File: src/rtl/coeff_loader16.sv
// Serial-to-parallel loader: assembles 16-beat coefficient frames and strobes them into the
// operand RAM in one cycle. Optional input reduction mod Q is enabled by COEFF_MOD_REDUCE_EN.
`timescale 1ns/1ps

module coeff_loader16 #(
    parameter int unsigned DATA_WIDTH = 16,
    parameter int unsigned N          = 16,
    parameter int unsigned Q          = 12289
) (
    input  logic                         clk,
    input  logic                         rst_n,
    input  logic                         s_valid,
    output logic                         s_ready,
    input  logic [DATA_WIDTH-1:0]        s_data,
    input  logic                         s_last,
    input  logic                         ntt_busy,
    output logic                         load,
    output logic [N*DATA_WIDTH-1:0]      dout_flat,
    output logic                         frame_err,
    output logic [7:0]                   frame_cnt
);

    localparam logic [1:0] ST_FILL = 2'd0;
    localparam logic [1:0] ST_WAIT = 2'd1;
    localparam logic [1:0] ST_LOAD = 2'd2;

    localparam logic [3:0]            LAST_IDX = 4'(N - 1);
    localparam logic [DATA_WIDTH-1:0] Q_W      = DATA_WIDTH'(Q);

`ifdef COEFF_MOD_REDUCE_EN
    localparam bit REDUCE_EN = 1'b1;
`else
    localparam bit REDUCE_EN = 1'b0;
`endif

    logic [1:0]                     r_state;
    logic [3:0]                     r_idx;
    logic                           r_en;
    logic                           r_err;
    logic [7:0]                     r_cnt;
    logic [N-1:0][DATA_WIDTH-1:0]   r_mem;

    logic                           w_accept;
    logic                           w_at_end;
    logic [DATA_WIDTH-1:0]          w_wdata;

    // Single conditional subtract; inputs are assumed below 2Q.
    assign w_wdata  = (REDUCE_EN && (s_data >= Q_W)) ? (s_data - Q_W) : s_data;
    assign w_at_end = (r_idx == LAST_IDX);
    assign w_accept = s_valid && s_ready;

    // r_en holds s_ready low until the first edge after reset release.
    assign s_ready   = r_en && (r_state == ST_FILL);
    assign load      = (r_state == ST_LOAD);
    assign dout_flat = r_mem;
    assign frame_err = r_err;
    assign frame_cnt = r_cnt;

    always_ff @(posedge clk or negedge rst_n) begin
        if (!rst_n) begin
            r_state <= ST_FILL;
            r_idx   <= '0;
            r_en    <= 1'b0;
            r_err   <= 1'b0;
            r_cnt   <= '0;
            r_mem   <= '0;
        end else begin
            r_en  <= 1'b1;
            r_err <= 1'b0;
            case (r_state)
                ST_FILL: begin
                    if (w_accept) begin
                        if (w_at_end && s_last) begin
                            r_mem[r_idx] <= w_wdata;
                            r_state      <= ST_WAIT;
                        end else if (w_at_end || s_last) begin
                            // Misframed beat is dropped and the frame restarts.
                            r_err <= 1'b1;
                            r_idx <= '0;
                        end else begin
                            r_mem[r_idx] <= w_wdata;
                            r_idx        <= r_idx + 4'd1;
                        end
                    end
                end
                ST_WAIT: begin
                    if (!ntt_busy) begin
                        r_state <= ST_LOAD;
                    end
                end
                ST_LOAD: begin
                    r_cnt   <= r_cnt + 8'd1;
                    r_idx   <= '0;
                    r_state <= ST_FILL;
                end
                default: begin
                    r_state <= ST_FILL;
                end
            endcase
        end
    end

endmodule

File: config.mk
export PLATFORM = sky130hd
export DESIGN_NAME = coeff_loader16
export DESIGN_NICKNAME = d
export VERILOG_FILES = /design/src/rtl/coeff_loader16.sv
export SDC_FILE = /design/constraint.sdc
export NUM_CORES = 1
export LEC_CHECK = 0
export CELL_PAD_IN_SITES_DETAIL_PLACEMENT = 0
export CELL_PAD_IN_SITES_GLOBAL_PLACEMENT = 1
export CORE_ASPECT_RATIO = 2
export CORE_MARGIN = 1
export CORE_UTILIZATION = 36
export CTS_CLUSTER_DIAMETER = 200
export DETAILED_ROUTE_END_ITERATION = 12
export GPL_ROUTABILITY_DRIVEN = 0
export PLACE_DENSITY = 0.85
export SYNTH_ARGS = -nofsm -noshare
export SYNTH_HDL_FRONTEND = slang
export SYNTH_SLANG_ARGS = --single-unit
File: constraint.sdc
create_clock -name clk -period 2.5 [get_ports clk]
set_input_delay 0.375 -clock clk [delete_from_list [all_inputs] [get_ports clk]]
set_output_delay 0.375 -clock clk [all_outputs]
set_load 0.05 [all_outputs]
# Word level (Yosys, flattened, before mapping)
# Index checks and enable logic that the tools add are counted.
dict set report word_totals {
  out_inout_bits 267
  latch_bits 0
  memories 0
  wordCells 60
  ram_bits 0
  register_bits 272
  mem_bits_ro 0
  in_bits 21
}
dict set report classes {
  order_cmp 2
  n_shift 0
  reduce_logical 10
  muxes 17
  div_mod_pow 0
  n_bitwise 0
  eq_ne 8
  addsub 2
  mul 0
}
# operator count
set op_table {}
lappend op_table {{$mux W256} 2}
lappend op_table {{$bwmux W256} 1}
lappend op_table {{$demux W16 S4} 1}
lappend op_table {{$mux W16} 1}
lappend op_table {{$mux W4} 3}
lappend op_table {{$reduce_and A3 Y1} 3}
lappend op_table {{$add A8 B1 Y8 const B} 1}
lappend op_table {{$ne A2 B2 Y1 const B} 4}
lappend op_table {{$pmux W4 S2} 1}
lappend op_table {{$mux W2} 3}
lappend op_table {{$lt A4 B5 Y1 const B} 1}
lappend op_table {{$add A4 B1 Y4 const B} 1}
lappend op_table {{$eq A4 B4 Y1 const B} 1}
lappend op_table {{$ge A4 B1 Y1 const B} 1}
lappend op_table {{$logic_and A1 B1 Y1} 4}
lappend op_table {{$mux W1} 4}
lappend op_table {{$pmux W2 S2} 1}
lappend op_table {{$eq A2 B1 Y1 const B} 1}
lappend op_table {{$eq A2 B2 Y1 const B} 1}
lappend op_table {{$logic_not A2 Y1} 1}
lappend op_table {{$ne A2 B1 Y1 const B} 1}
lappend op_table {{$reduce_bool A2 Y1} 1}
lappend op_table {{$logic_or A1 B1 Y1} 1}

# Longest topological paths before layout
# Gate-level depths: netlist (run 1).
dict set report depth {
  word_depth 7
  ltp_mapped 8
  mapped_depth_nobuf 7
}

# Worst setup path before layout (run 1)
# OpenSTA, ideal clock, no wires.
dict set report synth_path {
  path_type {reg-to-reg}
  start {register r_idx[1]}
  end {register r_mem, in the netlist dout_flat[197]}
  stages_incl_launch_ff 9
  setup_time_ns 0.125
  required_ns 2.375
  path_slack_ns 0.141
  arrival_time_ns 2.234
  path_cell_list {dfrtp_1 > ha_1 > nand3_1 > ha_1 > nor2b_1 > and4_1 > buf_4 > buf_6 > mux2_2}
}
dict set report synth_between {
  elab_chain_len 7
  word_cells_on_any_way 13
  classes_between {order compare: 2; eq/ne: 2; mux: 5; reduce/logical: 4}
}
# item line_no
set synth_lines {}
lappend synth_lines {{from (decl)} 37} ;# logic [3:0] r_idx;
lappend synth_lines {{from (signal assigned)} 82} ;# r_idx <= r_idx + 4'd1;
lappend synth_lines {{$lt A4 B5 Y1 (not written as such) / $ge A4 B1 Y1 (equally long branches)} {74, 81}}
lappend synth_lines {{$logic_and A1 B1 Y1 (not written as such)} {74, 81}}
lappend synth_lines {{$mux W16 (not written as such)} {74, 81}}
lappend synth_lines {{$demux W16 S4} {74, 81}}
lappend synth_lines {{$bwmux W256} {74, 81}}
lappend synth_lines {{$mux W256} 76} ;# end else if (w_at_end || s_last) begin
lappend synth_lines {{$mux W256} 73} ;# if (w_at_end && s_last) begin
lappend synth_lines {{to (signal, indexed assignment)} 74} ;# r_mem[r_idx] <= w_wdata;
lappend synth_lines {{to (signal, indexed assignment)} 81} ;# r_mem[r_idx] <= w_wdata;
lappend synth_lines {{to (decl)} 41} ;# logic [N-1:0][DATA_WIDTH-1:0] r_mem;
# Parallel ways exist; a longest one is shown, timed or not. The select of a mux whose other input is x is not followed.
# A chain may end at the register's enable or synchronous reset.

# Worst setup path in the final report (run 1)
dict set report layout_path {
  start {register r_idx[1]}
  end {register r_mem, in the netlist dout_flat[81]}
}
# The elaborated chain is that of the path after synthesis.

==> results of run 1 <==
-- area by class of cell --
type                       instances  area [um2]
multi-input combinational        331        3520
inverter                           4        15.0
timing repair buffer             329        3330
fill                            2464       13900
tap                              360         450
clock buffer                      35         703
sequential                       272        6810
clock inverter                     8        96.3
-- routing by layer --
metal	part of all wire, %	global-route usage (%)
met2	59	40.0
met5	0	0
met3	3.8	2.75
met1	33	19.3
met4	4.6	9.53
-- worst paths after layout --
path / startpoint / to / slack (ps) / cells past startpoint
max: r_idx[1] / dout_flat[81] / 130 / 8
min: ntt_busy / r_state[1] / 410 / 2
max reg2reg: r_idx[1] / dout_flat[81] / 130 / 8
min reg2reg: frame_cnt[7] / frame_cnt[7] / 480 / 1
max in group asynchronous: rst_n / dout_flat[181] / 1290 / 3
min in group asynchronous: rst_n / dout_flat[17] / 420 / 2
-- registers in the layout, indices dropped and copies added, names as in the netlist --
register   count
r_state        2
r_idx          4
dout_flat    256
frame_cnt      8
r_en           1
frame_err      1
-- metrics by stage --
step                area (um2)  util (%)  std cells  total power, W  hold WS [ps]
floorplan                10600         -        650         0.00948          79.4
global placement         14100      48.9       1295          0.0117           376
detailed placement       14100      48.9       1295          0.0118           384
CTS                      14900      51.7       1339          0.0156           382
global route             14900      51.7       1339          0.0160           408
finish                   14900      51.7       1339          0.0154           411
-- cell families after synthesis --
logic type	after synthesis	share of synthesized area, %
AOI/OAI and AO/OA	7	0.473
xor gates and xnor gates	7	0.579
adders and majority gates	7	0.828
buffers and inverters	47	2.41
DFF	272	64.3
muxes	258	27.5
other	1	0.0354
and+or+nand+nor	51	3.88
-- cells in the mapped netlist, drive strengths merged, types with 2 or more instances --
cell type and count:
nand3 14, nor2 4, and4b 3, nand2b 2
inv 4, mux2 258, nand4 5, o21bai 2
nand2 4, and4 3, xnor2 6, dfrtp 272
buf 24, and3 2, ha 7, and3b 2
clkbuf 19, nor3b 3, nor2b 6
-- critical path: stages, from the launching register on --
cell	delay, ps
dfrtp_1	410
ha_1	250
nand3_1	130
ha_1	440
nor2b_1	80
buf_4	160
nand3_2	110
buf_4	300
mux2_2	370
-- power groups by stage --
stage	Clock, W	Sequential (W)	Combinational (W)
after global placement	0	0.00572	0.00598
after floorplan	0	0.00863	0.000851
final	0.00378	0.00567	0.00598
after global routing	0.00405	0.00577	0.00617
after detailed placement	0	0.00575	0.00604
after CTS	0.00391	0.00567	0.00605
==> impl_results.md, run 1 <==
* Outcome: complete, no violations
* Worst skew pair latency at 530 ps
* Via count at between 6000 and 7000
* Pwr/cell area at slightly above 1000 nW/um2
* Worst-Margin Slew at 860 ps
* TNS Setup at 0 ps
* CTS tree: done
* DR DRC count at 0
* Final hold violation count at 0
* PortBufs at around 290
* Syn Nets at between 600 and 700
* Tmin final at about 2400 ps
* Initial Util at a little under two fifths
* Initial antenna violation count at 0
* CTS hold repair buffers at 1
* Die area at ~30000 um2
* DP Worst Slack at -15.6 ps
* Synth top area share at 64.3%
* Final number of setup-violating endpoints at 0
* Max-Slew Margin vs Limit at 42.5%
* Global route overflow at 0
* Sequential fraction of the synthesis area at between 60% and 70%
* MaxCap Viol Count at 0
* Unrepaired setup endpoints after global routing: no
* Int Pwr at ~0.0094 W
* Post-Route WL at 29400 um
* Worst Setup End Kind: register
* Top Ports at between 200 and 300
* Cts repair resizes at 0
* Largest net degree at the start of global routing at a little under 80
* Ys async rst share at between 90% and 100%
* Top area cells in the synthesized netlist: dfrtp_1, mux2_2, nand3_2, ha_1, buf_6
* Seq cells post-synth at 272
* Reg power frac at between 30% and 40%
* First-pass GRT wire length at about 44000 um
* Most common cell after layout, fill and taps aside: clkdlybuf4s50_1
* Sw frac at between 30 and 40%
* Comb pwr share at 38.8%
* Diode count at 0
* Syn_area_per_cell at between 15 and 20 um2
* H-tree levels at 1
* Slew Limit Fails at 0
* Commonest cells after routing, fill and taps aside: clkdlybuf4s50_1, dfrtp_1, mux2_2
* Cell taking the most area after synthesis: dfrtp_1
* Worst Slack Setup Final at approximately 130 ps
* Dominant synthesized flop cell: dfrtp_1
* Worst IR Drop VDD at about 630 uV
* Leak pwr at around 7 nW
* Yosys warns at 0
* Detailed Place HPWL at 21700 um
* Core area at just under 30000 um2
* Arrival @ worst endpoint at about 2800 ps
* CTS max path bufs at 3
* Total Nets Final at about 1000
* Worst setup SP type: register
* Number of DRC markers in iteration 0 at between 100 and 150
* Synthesized cell area at ~11000 um2
* Final ANT Viol Nets at 0
* Setup CP Type: register to register
* Clock Sinks at roughly 270
* Clock power frac at ~25%
* Worst Path Required at around 2900 ps
* Vias/cell at 4.93
* Vias in the first global route at between 7000 and 8000
* Clock Skews at about 13 ps
* Num CTS Buffers at 25
* Area Growth Syn to Fin at 41.0%
* EDFF count, synth at 0
* CTS root buf: clkbuf_16
* Worst-path clk slew at 60 ps
* Total Routing Usage GR at 20.1%
* Crit-path max FO at 16
* Sw Pwr at approximately 0.006 W
* Cell Rows at 88
* WL per Instance at 22.0 um
* Synth Instances at between 600 and 700
* Die H at 244 um
* Final Cycle Share at about 95%
* First-pass DRT Iterations at 4
* Setup Buffers After CTS at 0
* Die width at approximately 120 um
* Synth cell types at 37
* Fraction of layout cells with a size suffix above 1 at a little over a third
* Hold/Removal Path Class: input port to register
* Max frequency at 422 MHz
(Power assumes the default switching activity.)
==> run 2, diff against run 1 <==
--- a/config.mk
+++ b/config.mk
@@ -7,7 +7,6 @@
 export LEC_CHECK = 0
 export CELL_PAD_IN_SITES_DETAIL_PLACEMENT = 0
 export CELL_PAD_IN_SITES_GLOBAL_PLACEMENT = 1
-export CORE_ASPECT_RATIO = 2
 export CORE_MARGIN = 1
 export CORE_UTILIZATION = 36
 export CTS_CLUSTER_DIAMETER = 200
==> run 2 against run 1 <==
Compared with the run above:
- largest cell class unchanged
- register-to-register slack improved by 30 ps
- core utilization increased by 0.69 points
- highest routed layer unchanged
- die area decreased by 0.13%
- wire length decreased by 9.6%
- critical path type unchanged
- non-clock buffer count decreased by 11
- first-iteration DRC count increased by 66%
- sequential share of layout area decreased by 0.50 points
- clock power increased by 12%
- final cell count increased by 1.6%
- power increased by 2.4%
- clock skew decreased by 7.9 ps
- sequential cell count unchanged
==> impl_results.md, run 2 (synthesized netlist as in run 1, its figures left out) <==
* Outcome: complete, no violations
* Most frequent CP cell: ha_1
* Number of flip-flops in the largest register at about 260
* Worst skew pair latency at between 500 and 600 ps
* Crit path to: dout_flat[201]
* Worst Slack Setup Final at 164 ps
* Final number of setup-violating endpoints at 0
* Clock Skews at between 4 and 5 ps
* Worst-Margin Slew at 799 ps
* DR DRC count at 0
* Crit-path max FO at 16
* First-pass GRT wire length at around 42000 um
* Pwr/cell area at 1050 nW/um2
* Critical Path Stages at 8
* Tmin final at between 2000 and 2500 ps
* Num CTS Buffers at 28
* Initial Util at 36.8%
* Slowest cell on crit path: dfrtp_1
* Filler cells at about 2400
* Worst IR Drop VDD at between 700 and 800 uV
* Register-to-Register Setup Slack at between 150 and 200 ps
* TNS Setup at 0 ps
* Die H at 173 um
* Critical path cell sequence: ha_1 > nand3_1 > ha_1 > nor2b_1 > buf_4 > and4_1 > buf_12 > mux2_2
* DP Worst Slack at approximately 43 ps
* Total Routing Usage GR at between 15 and 20%
* Vias in the first global route at ~7000
* H-tree levels at 1
* Cell Rows at between 60 and 70
* Max-Slew Margin vs Limit at 46.5%
* CTS tree: done
* Global route overflow at 0
* Worst r2r src: r_idx[1]
* Initial antenna violation count at 0
* Crit-path max cell delay at around 420 ps
* Via count at 6507
* Setup Buffers After CTS at 0
* Commonest cells after routing, fill and taps aside: clkdlybuf4s50_1, dfrtp_1, mux2_2
* Diode count at 0
* Worst-path clk slew at 60 ps
* Fraction of layout cells with a size suffix above 1 at between 30% and 40%
* Area Growth Syn to Fin at 42.6%
* Worst Setup End Kind: register
* Reg2reg end: dout_flat[201]
* Top Ports at between 200 and 300
* Family with the most delay on the worst path: adder cells
* Worst R2R Path Depth at 8
* First-pass DRT Iterations at 4
* Clock Sinks at 272
* Leak pwr at between 7 and 8 nW
* PortBufs at 287
* Detailed Place HPWL at 18700 um
* Most common cell after layout, fill and taps aside: clkdlybuf4s50_1
* Unrepaired setup endpoints after global routing: no
* Arrival @ worst endpoint at about 2800 ps
* Final ANT Viol Nets at 0
* WL per Instance at 19.5 um
* MaxCap Viol Count at 0
* Max frequency at between 400 and 500 MHz
* Worst Path Required at approximately 2900 ps
* Vias/cell at ~4.8
* Setup CP Type: register to register
* CTS max path bufs at 3
* Worst setup SP type: register
* Reg area at approximately 6800 um2
* Total Nets Final at slightly below 1000
* Final Cycle Share at between 90% and 100%
* Die width at ~170 um
* Number of DRC markers in iteration 0 at about 240
* Hold/Removal Path Class: input port to asynchronous set/reset pin
* Die area at 30100 um2
* CP startpoint: r_idx[1]
* Core area at approximately 29000 um2
* CTS root buf: clkbuf_16
* Final hold violation count at 0
* Slew Limit Fails at 0
* Largest net degree at the start of global routing at 87
* Buf/Inv on CP at 2
* Post-Route WL at 26600 um
* Area of the multi-input gates at approximately 3500 um2
[run 2: layout make-up]
cell class	instances	share of cell area, %
inverter	4	0.0996
timing repair buffer	318	21.9
clock buffer	44	5.78
sequential	272	45.1
multi-input combinational	331	23.3
clock inverter	8	0.622
tap	384	3.19
[run 2: what timing repair did]
| item | 4_1_cts | 5_1_grt |
|---|---|---|
| endpoints found under the hold margin | 59 | 0 |
| gates resized for setup | 0 | 0 |
| hold buffers | 1 | 0 |
[run 2: layer usage]
layer  vias up  track usage [%]  share of wire (%)
met2       180             30.3                 49
met1      3363             23.2                 43
li1       2922                -                  -
met4         0             5.05                2.6
met5         -                0                  0
met3        42             4.04                6.0
[run 2: where the power goes]
part / leakage (nW) / internal, W / switching [W]
sequential: 3.66 / 0.00524 / 0.000428
clock: 0.481 / 0.00259 / 0.00166
combinational: 2.92 / 0.00204 / 0.00385
[run 2: worst min path at each step]
stage / from / end / slack (ps) / depth (start not counted)
floorplan: rst_n / dout_flat[0] / 80 / 0
global placement: rst_n / frame_cnt[5] / 350 / 1
detailed placement: rst_n / frame_cnt[5] / 360 / 1
CTS: rst_n / frame_cnt[5] / 380 / 2
global route: ntt_busy / r_state[1] / 420 / 2
finish: rst_n / frame_cnt[1] / 380 / 2
[run 2: stage by stage]
stage	cell area, um2	hold WS, ps	util, %	std cells	total power (W)
final	15100	383	52.4	1361	0.0158
after global routing	15100	423	52.4	1361	0.0164
after CTS	15100	378	52.4	1361	0.0160
after detailed placement	14100	357	49.0	1308	0.0117
after global placement	14100	353	49.0	1308	0.0116
after floorplan	10600	79.4	-	650	0.00948
==> run 3, diff against run 2 <==
==> config.mk (replaced) <==
export PLATFORM = sky130hd
export DESIGN_NAME = coeff_loader16
export DESIGN_NICKNAME = d
export VERILOG_FILES = /design/src/rtl/coeff_loader16.sv
export SDC_FILE = /design/constraint.sdc
export NUM_CORES = 1
export LEC_CHECK = 0
export CAP_MARGIN = 20
export CELL_PAD_IN_SITES_DETAIL_PLACEMENT = 2
export CELL_PAD_IN_SITES_GLOBAL_PLACEMENT = 2
export CORE_MARGIN = 1
export CORE_UTILIZATION = 30
export CTS_CLUSTER_DIAMETER = 200
export DETAILED_ROUTE_END_ITERATION = 12
export GPL_ROUTABILITY_DRIVEN = 0
export PLACE_DENSITY = 0.84
export SYNTH_ARGS = -nofsm -noshare
export SYNTH_HDL_FRONTEND = slang
export SYNTH_SLANG_ARGS = --single-unit
==> constraint.sdc (replaced) <==
create_clock -name clk -period 2.5 [get_ports clk]
set_input_delay 0.375 -clock clk [delete_from_list [all_inputs] [get_ports clk]]
set_output_delay 0.375 -clock clk [all_outputs]
set_load 0.005 [all_outputs]
==> run 3 against run 2 <==
Compared with the run above:
- critical path type is now register to output port
- combinational power is 47% lower
- wire length up 29%
- power is 14% lower
==> impl_results.md, run 3 (synthesized netlist as in run 1, its figures left out) <==
* Tmin final at 2380 ps
* First-pass DRT Iterations at 4
* Slew Limit Fails at 0
* Crit-path max FO at 7
* Fraction of layout cells with a size suffix above 1 at 36.5%
* First-pass GRT wire length at 52400 um
* Leak pwr at between 7 and 8 nW
* CTS root buf: clkbuf_16
* Area of the multi-input gates at 3550 um2
* Vias in the first global route at 8074
* Core area at 34600 um2
* Top Ports at roughly 290
* Reg area at ~6800 um2
* Area Growth Syn to Fin at 45.3%
* CTS max path bufs at 3
* Top Usage Layer GRT: met2
* Final hold violation count at 0
* Initial Util at 30.6%
* Unrepaired setup endpoints after global routing: no
* Cell Rows at between 60 and 70
* Initial antenna violation count at 0
* MaxCap Viol Count at 0
* Worst-path clk slew at about 60 ps
* Most common cell after layout, fill and taps aside: clkdlybuf4s50_1
* Diode count at 0
* Post-Route WL at ~34000 um
* Hold/Removal Path Class: input port to asynchronous set/reset pin
* Setup Buffers After CTS at 0
* Outcome: complete, no violations
* Num CTS Buffers at 31
* Die area at 36000 um2
* Total power at between 0.01 and 0.015 W
* Final number of setup-violating endpoints at 0
* Worst Setup End Kind: output port
* Final ANT Viol Nets at 0
* DR DRC count at 0
* Pwr/cell area at 884 nW/um2
* Die width at between 150 and 200 um
* Clock Sinks at ~270
* Final non-filler cell area at about 15000 um2
* Worst skew pair latency at ~560 ps
* Number of flip-flops in the largest register at roughly 260
* Dpl cell area at ~14000 um2
* Total Routing Usage GR at between 15 and 20%
* Max-Slew Margin vs Limit at a little over two fifths
* TNS Setup at 0 ps
* Detailed Place HPWL at between 20000 and 25000 um
* Worst Path Required at 2120 ps
* Worst setup SP type: register
* PortBufs at 287
* Worst-Margin Slew at 843 ps
* WL per Instance at roughly 24 um
* Setup CP Type: register to output port
* Arrival @ worst endpoint at ~2000 ps
* H-tree levels at 1
* Worst IR Drop VDD at roughly 590 uV
* Max frequency at ~420 MHz
* Filler cells at 3275
* Commonest cells after routing, fill and taps aside: clkdlybuf4s50_1, dfrtp_1, mux2_2
* Met2 Use GR at 33.8%
* M3 GR Usage at ~4.3%
* Global route overflow at 0
* Largest net degree at the start of global routing at 74
* Final Core Density at around 44%
* Met1 Use GR at between 20% and 30%
* Die H at around 190 um
* Final Cycle Share at a little over nine tenths
* Total Nets Final at ~990
* Via count at a little under 7000
* Vias/cell at ~4.7
* CTS tree: done
* Number of DRC markers in iteration 0 at 146
* Clock Skews at around 15 ps
## run 3: path summary, 6_finish.rpt
check	from	end	slack, ps	cells after the start
min in group clk	ntt_busy	r_state[1]	440	2
max	r_state[0]	load	120	3
max in group asynchronous	rst_n	dout_flat[239]	1310	3
min	rst_n	frame_cnt[7]	390	2
max reg2reg	r_idx[0]	dout_flat[209]	150	7
min reg2reg	frame_cnt[7]	frame_cnt[7]	480	1
## run 3: final cells by class
type	instances	area share, %
multi-input combinational	331	23.1
inverter	4	0.0977
clock buffer	47	5.70
tap	455	3.70
timing repair buffer	324	22.0
sequential	272	44.3
clock inverter	8	1.12
## run 3: repair_timing
| item | 4_1_cts | 5_1_grt |
|---|---|---|
| resized for setup | 4 | 4 |
| gates cloned | 0 | 0 |
| pin swaps | 0 | 0 |
| setup endpoints to repair | 53 | 240 |
| endpoints found under the hold margin | 66 | 0 |
| hold buffers | 1 | 0 |
## run 3: through the flow
stage	hold WS, ps	setup WS (ps)	cells
6_report	385	119	1441
3_3_place_gp	426	56.6	1385
5_1_grt	429	26.1	1441
4_1_cts	397	18.9	1441
3_5_place_dp	413	-0.968	1385
2_1_floorplan	79.4	141	650
## run 3: power by group
group	switching [W]	internal, W	leakage [nW]
Clock	0.00181	0.00291	0.508
Combinational	0.00109	0.00206	2.97
Sequential	0.000482	0.00524	3.66
Total	0.00338	0.0102	7.13
## run 3: critical path, cell delays in order (launching register included)
cell	delay, ps
dfrtp_1	510
buf_4	220
nor2b_1	180
clkdlybuf4s50_1	530
## run 3: metal layers
layer	vias to the layer above	wire, um
met2	209	17200
met5	-	0
met4	0	1760
met1	3535	13500
li1	2929	-
met3	75	1790
